### config.mk
export PLATFORM = sky130hd
export DESIGN_NAME = ex_mem_stage
export DESIGN_NICKNAME = d
export VERILOG_FILES = /design/src/rtl/mips_pkg.sv /design/src/rtl/pipe_skid_buf.sv /design/src/rtl/ex_mem_stage.sv
export SDC_FILE = /design/constraint.sdc
export NUM_CORES = 1
export LEC_CHECK = 0
export CELL_PAD_IN_SITES_DETAIL_PLACEMENT = 1
export CELL_PAD_IN_SITES_GLOBAL_PLACEMENT = 1
export CORE_MARGIN = 8
export CORE_UTILIZATION = 37
export DETAILED_ROUTE_END_ITERATION = 16
export PLACE_DENSITY = 0.78
export SLEW_MARGIN = 0
export SYNTH_ARGS = -nofsm -noshare
export SYNTH_HDL_FRONTEND = slang
export SYNTH_HIERARCHICAL = 1
export SYNTH_SLANG_ARGS = --single-unit
### constraint.sdc
create_clock -name clk -period 1.7 [get_ports clk]
set_input_delay 0.17 -clock clk [delete_from_list [all_inputs] [get_ports clk]]
set_output_delay 0.17 -clock clk [all_outputs]
set_load 0.005 [all_outputs]
### src/rtl/mips_pkg.sv
// Shared MIPS pipeline definitions: ALU opcodes, register-address width and
// the EX/MEM payload carried through the stage's skid buffer.
package mips_pkg;

    localparam int XLEN    = 32;
    localparam int RADDR_W = 5;

    localparam logic [3:0] ALU_AND  = 4'd1;
    localparam logic [3:0] ALU_OR   = 4'd2;
    localparam logic [3:0] ALU_ADD  = 4'd3;
    localparam logic [3:0] ALU_SUB  = 4'd4;
    localparam logic [3:0] ALU_EQ   = 4'd5;
    localparam logic [3:0] ALU_MULT = 4'd6;
    localparam logic [3:0] ALU_NOR  = 4'd7;

    typedef struct packed {
        logic [XLEN-1:0]    result;
        logic [XLEN-1:0]    store_data;
        logic [RADDR_W-1:0] dest;
        logic               reg_write;
        logic               mem_read;
        logic               mem_write;
    } ex_mem_payload_t;

    localparam int PAYLOAD_W = $bits(ex_mem_payload_t);

    typedef enum logic [0:0] {
        ST_RUN  = 1'b0,
        ST_TRAP = 1'b1
    } ex_state_t;

    // Only signed ADD/SUB can raise an overflow trap; MULT and logic ops never do.
    function automatic logic is_trapping_op(input logic [3:0] op);
        logic r;
        case (op)
            ALU_ADD, ALU_SUB: r = 1'b1;
            default:          r = 1'b0;
        endcase
        return r;
    endfunction

endpackage

### src/rtl/pipe_skid_buf.sv
// Generic 2-entry valid/ready skid buffer. The caller qualifies in_valid with
// its own registered ready, so a push never arrives while the skid entry is full.
module pipe_skid_buf #(
    parameter int W = 8
) (
    input  logic         clk,
    input  logic         rst,
    input  logic         flush,
    input  logic         in_valid,
    input  logic [W-1:0] in_data,
    output logic         skid_full_nxt,
    output logic         out_valid,
    input  logic         out_ready,
    output logic [W-1:0] out_data
);

    logic         main_valid_r;
    logic         skid_valid_r;
    logic [W-1:0] main_data_r;
    logic [W-1:0] skid_data_r;

    logic         main_valid_s;
    logic         skid_valid_s;
    logic [W-1:0] main_data_s;
    logic [W-1:0] skid_data_s;
    logic         drain_s;

    // Next-entry selection: the skid entry refills main before any new input.
    always_comb begin
        main_valid_s = main_valid_r;
        skid_valid_s = skid_valid_r;
        main_data_s  = main_data_r;
        skid_data_s  = skid_data_r;
        drain_s      = main_valid_r & out_ready;
        if (flush) begin
            main_valid_s = 1'b0;
            skid_valid_s = 1'b0;
        end else if (!main_valid_r || drain_s) begin
            if (skid_valid_r) begin
                main_valid_s = 1'b1;
                main_data_s  = skid_data_r;
                skid_valid_s = 1'b0;
            end else if (in_valid) begin
                main_valid_s = 1'b1;
                main_data_s  = in_data;
            end else begin
                main_valid_s = 1'b0;
            end
        end else begin
            if (in_valid) begin
                skid_valid_s = 1'b1;
                skid_data_s  = in_data;
            end else begin
                skid_valid_s = skid_valid_r;
            end
        end
    end

    // Entry storage; data is cleared on reset so the outputs start at zero.
    always_ff @(posedge clk) begin
        if (rst) begin
            main_valid_r <= 1'b0;
            skid_valid_r <= 1'b0;
            main_data_r  <= '0;
            skid_data_r  <= '0;
        end else begin
            main_valid_r <= main_valid_s;
            skid_valid_r <= skid_valid_s;
            main_data_r  <= main_data_s;
            skid_data_r  <= skid_data_s;
        end
    end

    assign skid_full_nxt = skid_valid_s;
    assign out_valid     = main_valid_r;
    assign out_data      = main_data_r;

endmodule

### src/rtl/ex_mem_stage.sv
// EX/MEM pipeline stage: registers ALU results behind a skid buffer, resolves
// branches and raises precise overflow traps. Optional bypass: EX_MEM_FWD_EN.
module ex_mem_stage #(
    parameter int SIZE    = mips_pkg::XLEN,
    parameter int RADDR_W = mips_pkg::RADDR_W
) (
    input  logic               clk,
    input  logic               rst,
    input  logic               in_valid,
    output logic               in_ready,
    input  logic [3:0]         alu_op,
    input  logic [SIZE-1:0]    alu_out,
    input  logic               alu_zero,
    input  logic               alu_ovf,
    input  logic               trap_en,
    input  logic [SIZE-1:0]    store_data,
    input  logic [RADDR_W-1:0] dest_reg,
    input  logic               reg_write,
    input  logic               mem_read,
    input  logic               mem_write,
    input  logic               branch,
    input  logic               flush,
    input  logic               exc_ack,
    output logic               out_valid,
    input  logic               out_ready,
    output logic [SIZE-1:0]    m_result,
    output logic [SIZE-1:0]    m_store_data,
    output logic [RADDR_W-1:0] m_dest,
    output logic               m_reg_write,
    output logic               m_mem_read,
    output logic               m_mem_write,
    output logic               branch_taken,
    output logic               exc_ovf
`ifdef EX_MEM_FWD_EN
    ,
    output logic               fwd_valid,
    output logic [RADDR_W-1:0] fwd_reg,
    output logic [SIZE-1:0]    fwd_data
`endif
);

    import mips_pkg::*;

    ex_state_t       state_r;
    ex_state_t       state_s;
    logic            in_ready_r;
    logic            exc_ovf_r;
    logic            branch_taken_r;
    logic            accept_s;
    logic            trap_s;
    logic            skid_full_nxt_s;
    ex_mem_payload_t in_payload_s;
    ex_mem_payload_t out_payload_s;

    // Accept qualification and trap detection; a trapped entry keeps its result
    // but loses every architectural side effect.
    always_comb begin
        accept_s = in_valid & in_ready_r & ~flush;
        trap_s   = trap_en & alu_ovf & is_trapping_op(alu_op);
        in_payload_s.result     = alu_out;
        in_payload_s.store_data = store_data;
        in_payload_s.dest       = dest_reg;
        if (trap_s) begin
            in_payload_s.reg_write = 1'b0;
            in_payload_s.mem_read  = 1'b0;
            in_payload_s.mem_write = 1'b0;
        end else begin
            in_payload_s.reg_write = reg_write;
            in_payload_s.mem_read  = mem_read;
            in_payload_s.mem_write = mem_write;
        end
    end

    pipe_skid_buf #(
        .W (PAYLOAD_W)
    ) u_skid (
        .clk           (clk),
        .rst           (rst),
        .flush         (flush),
        .in_valid      (accept_s),
        .in_data       (in_payload_s),
        .skid_full_nxt (skid_full_nxt_s),
        .out_valid     (out_valid),
        .out_ready     (out_ready),
        .out_data      (out_payload_s)
    );

    // Trap FSM next state; flush wins over exc_ack and over a trapping accept.
    always_comb begin
        state_s = state_r;
        case (state_r)
            ST_RUN: begin
                if (flush) begin
                    state_s = ST_RUN;
                end else if (accept_s && trap_s) begin
                    state_s = ST_TRAP;
                end else begin
                    state_s = ST_RUN;
                end
            end
            ST_TRAP: begin
                if (flush || exc_ack) begin
                    state_s = ST_RUN;
                end else begin
                    state_s = ST_TRAP;
                end
            end
            default: state_s = ST_RUN;
        endcase
    end

    // State and registered status outputs, all derived from next-state values.
    always_ff @(posedge clk) begin
        if (rst) begin
            state_r        <= ST_RUN;
            in_ready_r     <= 1'b1;
            exc_ovf_r      <= 1'b0;
            branch_taken_r <= 1'b0;
        end else begin
            state_r        <= state_s;
            in_ready_r     <= ~skid_full_nxt_s & (state_s == ST_RUN);
            exc_ovf_r      <= (state_s == ST_TRAP);
            branch_taken_r <= accept_s & branch & alu_zero & ~trap_s;
        end
    end

    assign in_ready     = in_ready_r;
    assign exc_ovf      = exc_ovf_r;
    assign branch_taken = branch_taken_r;
    assign m_result     = out_payload_s.result;
    assign m_store_data = out_payload_s.store_data;
    assign m_dest       = out_payload_s.dest;
    assign m_reg_write  = out_payload_s.reg_write;
    assign m_mem_read   = out_payload_s.mem_read;
    assign m_mem_write  = out_payload_s.mem_write;

`ifdef EX_MEM_FWD_EN
    assign fwd_valid = out_valid & out_payload_s.reg_write & (out_payload_s.dest != '0);
    assign fwd_reg   = out_payload_s.dest;
    assign fwd_data  = out_payload_s.result;
`endif

endmodule

==> flow_summary_export.csv <==
group,metric,value,unit
run_status,outcome,"finished, final reports clean",
logic_synthesis,yosys.cell_count.top_type,"sky130_fd_sc_hd__dfxtp_1",
clocking,cts_hold_repair.buffers,0,
detailed_routing,wirelength,20800,microns
detailed_routing,detailedRoute.firstPassIterationCount,4,
logic_synthesis,synth-edff-count,0,
clocking,clock_tree.root_cell,"sky130_fd_sc_hd__clkbuf_16",
worst_setup_path,critical_path.max_fanout,4,
run,maxCapViolations,0,
global_route,grt_pass1_wl,33100,microns
place,detailed_place.area,8290,sq um
detailed_routing,via_per_inst,5.33,
global_route,groute.layer.met2.usage,33.5,%
worst_setup_path,worstPathCellList,"clkdlybuf4s50_1",
logic_synthesis,netlist.area_leader.share,46.1,%
logic_synthesis,syn-mean-instance-area,9.62,sq um
worst_setup_path,worst-r2r-cell-count,6,
global_route,groute.layer.met3.usage,5.32,%
power_and_ir_drop,powerDensity,977,nW/um^2
clocking,clkSinkCount,149,
power_and_ir_drop,p_sw_share,23.1,%
logic_synthesis,synth-warning-count,6,
timing,clock.fmax,614,MHz
final_layout,nNetsFinal,897,
final_layout,postLayoutCellArea,8940,sq um
timing,relSlewSlack,68.8,%
detailed_routing,drt.antenna.violating_nets,0,
power_and_ir_drop,power.net_switching,2.02,mW
worst_setup_path,critical_path_arrival,1.46,ns
worst_setup_path,worstSetupPathDepth,1,
timing,setup_viol,0,
logic_synthesis,synth_area_leaders,"sky130_fd_sc_hd__dfxtp_1, sky130_fd_sc_hd__a211oi_2, sky130_fd_sc_hd__a21oi_1, sky130_fd_sc_hd__mux2i_1, sky130_fd_sc_hd__nand2_1",
die,die_height,148,microns
logic_synthesis,syn-instance-count,672,
timing,min_period_over_period,95.8,%
clocking,clkTransAtPathRegs,0.06,ns
power_and_ir_drop,clock_power_share,47.7,%
place,numPortBuffers,161,
power_and_ir_drop,comb_power_share,10.6,%
place,gp_congestion,0.768,
clocking,post_cts_resized,0,
worst_setup_path,endpoint_kind,"output port",
timing,skew,0.00815,ns
worst_setup_path,cp.required,1.53,ns
logic_synthesis,ys_seq_area_share,46.1,%
global_route,globalRouteTotalUtil,18.9,%
timing,rsz0062_at_grt,"false",
worst_setup_path,worst_path_largest_cell_delay,0.59,ns
die,die-area,22000,sq um
logic_synthesis,proportion_of_synthesized_flip_flops_having_asynchronous_set_or_reset,0,%
clocking,clock_latency_on_the_worst_skew_pair,0.42,ns
timing,hold_viol_final,0,
die,num_rows,48,
detailed_routing,routedWlPerCell,19.8,microns
worst_hold_path,hold_path.class,"in -> reg",
power_and_ir_drop,p_leak,2.79,nW
global_route,grt_max_degree,49,
logic_synthesis,synth_largest_area_cell,"sky130_fd_sc_hd__dfxtp_1",
global_route,top_usage_layer,"met2",
final_layout,antenna_cells_inserted,0,
logic_synthesis,synth.cell_area,6470,sq um
clocking,clk_path_buf_depth,2,
logic_synthesis,synth.ff_latch_count,149,
power_and_ir_drop,cellInternalPower,6.72,mW
clocking,htree_levels,4,
die,fp.coreArea,17200,sq um
die,start_util,37.6,%
worst_setup_path,family_with_the_most_delay_on_the_worst_path,"buffers and inverters",
timing,post-route-min-period,1.63,ns
worst_setup_path,path_buf_inv,1,
timing,slew_at_the_pin_closest_to_its_max_slew_limit,0.468,ns
power_and_ir_drop,sequential_fraction_of_design_power,41.7,%
die,die_x,148,microns
detailed_routing,first_iter_violations,202,
timing,fin_tns_setup,0,ns
logic_synthesis,syn-num-nets,758,
detailed_routing,route.vias.total,5587,
timing,post-route-worst-setup-slack,0.0718,ns
logic_synthesis,main_synth_ff_type,"sky130_fd_sc_hd__dfxtp_1",
clocking,tritoncts.num_buffers,17,
place,detailed_place_hpwl,14000,microns
global_route,grt_pass1_vias,6317,
final_layout,drive_above_1_share,16.5,%
worst_setup_path,cell_with_the_largest_stage_delay_on_the_worst_path,"sky130_fd_sc_hd__clkdlybuf4s50_1",
global_route,antenna_found_initial,0,
power_and_ir_drop,irDropWorstVdd,0.694,mV
detailed_routing,drt_drc_violations_left,0,
die,ios,162,
worst_setup_path,worstSetupStartpointType,"flip-flop",
logic_synthesis,top_post_synthesis_cells_by_count,"sky130_fd_sc_hd__dfxtp_1, sky130_fd_sc_hd__nand2_1, sky130_fd_sc_hd__a21oi_1",
final_layout,areaGrowthSynthToFinish,38.3,%
worst_hold_path,worstHoldPathCells,2,
timing,timing.final.max_slew_violations,0,
global_route,globalRouteMet1Util,20.9,%
worst_setup_path,timing.setup.critical_path_class,"reg -> out",
clocking,post-cts-setup-buffers,0,
place,pre_cts_setup_slack,-0.322,ns
global_route,grt_remaining_overflow,0,
clocking,tritoncts,"built",
logic_synthesis,synthDistinctLibCells,28,
[stage by stage]
stage	power [mW]	hold slack, ns	instances	util [%]
2_1_floorplan	4.13	0.242	672	-
3_3_place_gp	4.62	0.441	1017	48.3
3_5_place_dp	4.65	0.449	1017	48.3
4_1_cts	8.86	0.0966	1049	52.1
5_1_grt	9.08	0.110	1049	52.1
6_report	8.74	0.122	1049	52.1
[logic make-up (layout without fill, tap and decap cells)]
group | after synthesis | in the layout | share of synthesized area, %
AOI/OAI and AO/OA | 221 | 221 | 25.8
and+or+nand+nor | 164 | 164 | 10.4
muxes | 72 | 72 | 11.1
DFF | 149 | 149 | 46.1
buffers and inverters | 66 | 218 | 6.50
[flip-flops by register name, summed over array words and instances (netlist names)]
signal and cells:
u_skid/out_data 72, u_skid/skid_data_r 72, branch_taken 1, exc_ovf 1, in_ready 1, u_skid/out_valid 1
u_skid/skid_valid_r 1
[worst register-to-register path, cell delays in order (launching register included)]
cell and delay, ns:
sky130_fd_sc_hd__dfxtp_1 0.37, sky130_fd_sc_hd__nand3b_1 0.12, sky130_fd_sc_hd__inv_1 0.10, sky130_fd_sc_hd__o21ba_2 0.20, sky130_fd_sc_hd__and2_4 0.21, sky130_fd_sc_hd__buf_12 0.27, sky130_fd_sc_hd__a211oi_2 0.14
[layout make-up]
cell class | count | area (sq um)
clock buffer | 18 | 429
clock inverter | 14 | 223
fill | 1922 | 8230
inverter | 2 | 7.51
multi-input combinational | 457 | 3080
sequential | 149 | 2990
tap | 225 | 282
timing repair buffer | 184 | 1940
[power by group through the flow]
stage	registers [mW]	clock network (mW)	logic, mW
finish	3.65	4.17	0.924
global route	3.66	4.43	0.992
CTS	3.65	4.27	0.935
detailed placement	3.72	0	0.927
global placement	3.72	0	0.897
floorplan	3.72	0	0.409
[routing by layer]
layer | up-vias | share of wire (%)
li1 | 2638 | -
met1 | 2780 | 42
met2 | 143 | 51
met3 | 26 | 5.5
met4 | 0 | 1.7
met5 | - | 0
[cell usage in the layout, fill, tap and decap left out, types with 11 or more instances in the layout]
cell type	count
sky130_fd_sc_hd__buf_12	12
sky130_fd_sc_hd__clkdlybuf4s50_1	160
sky130_fd_sc_hd__buf_4	11
sky130_fd_sc_hd__a211oi_2	70
sky130_fd_sc_hd__clkbuf_16	17
sky130_fd_sc_hd__nand2_1	146
sky130_fd_sc_hd__mux2i_1	72
sky130_fd_sc_hd__a21oi_1	144
sky130_fd_sc_hd__dfxtp_1	148
[path summary, 6_finish.rpt]
path / from / slack, ns / endpoint
max: u_skid/out_valid$_SDFFE_PP0P_ / 0.07 / out_valid
min: rst / 0.12 / exc_ovf$_SDFF_PP0_
max reg2reg: in_ready$_SDFF_PP1_ / 0.17 / u_skid/out_data[9]$_SDFFE_PP0P_
min reg2reg: u_skid/skid_data_r[45]$_SDFFE_PP0P_ / 0.46 / u_skid/skid_data_r[45]$_SDFFE_PP0P_
(Power assumes the default switching activity.)
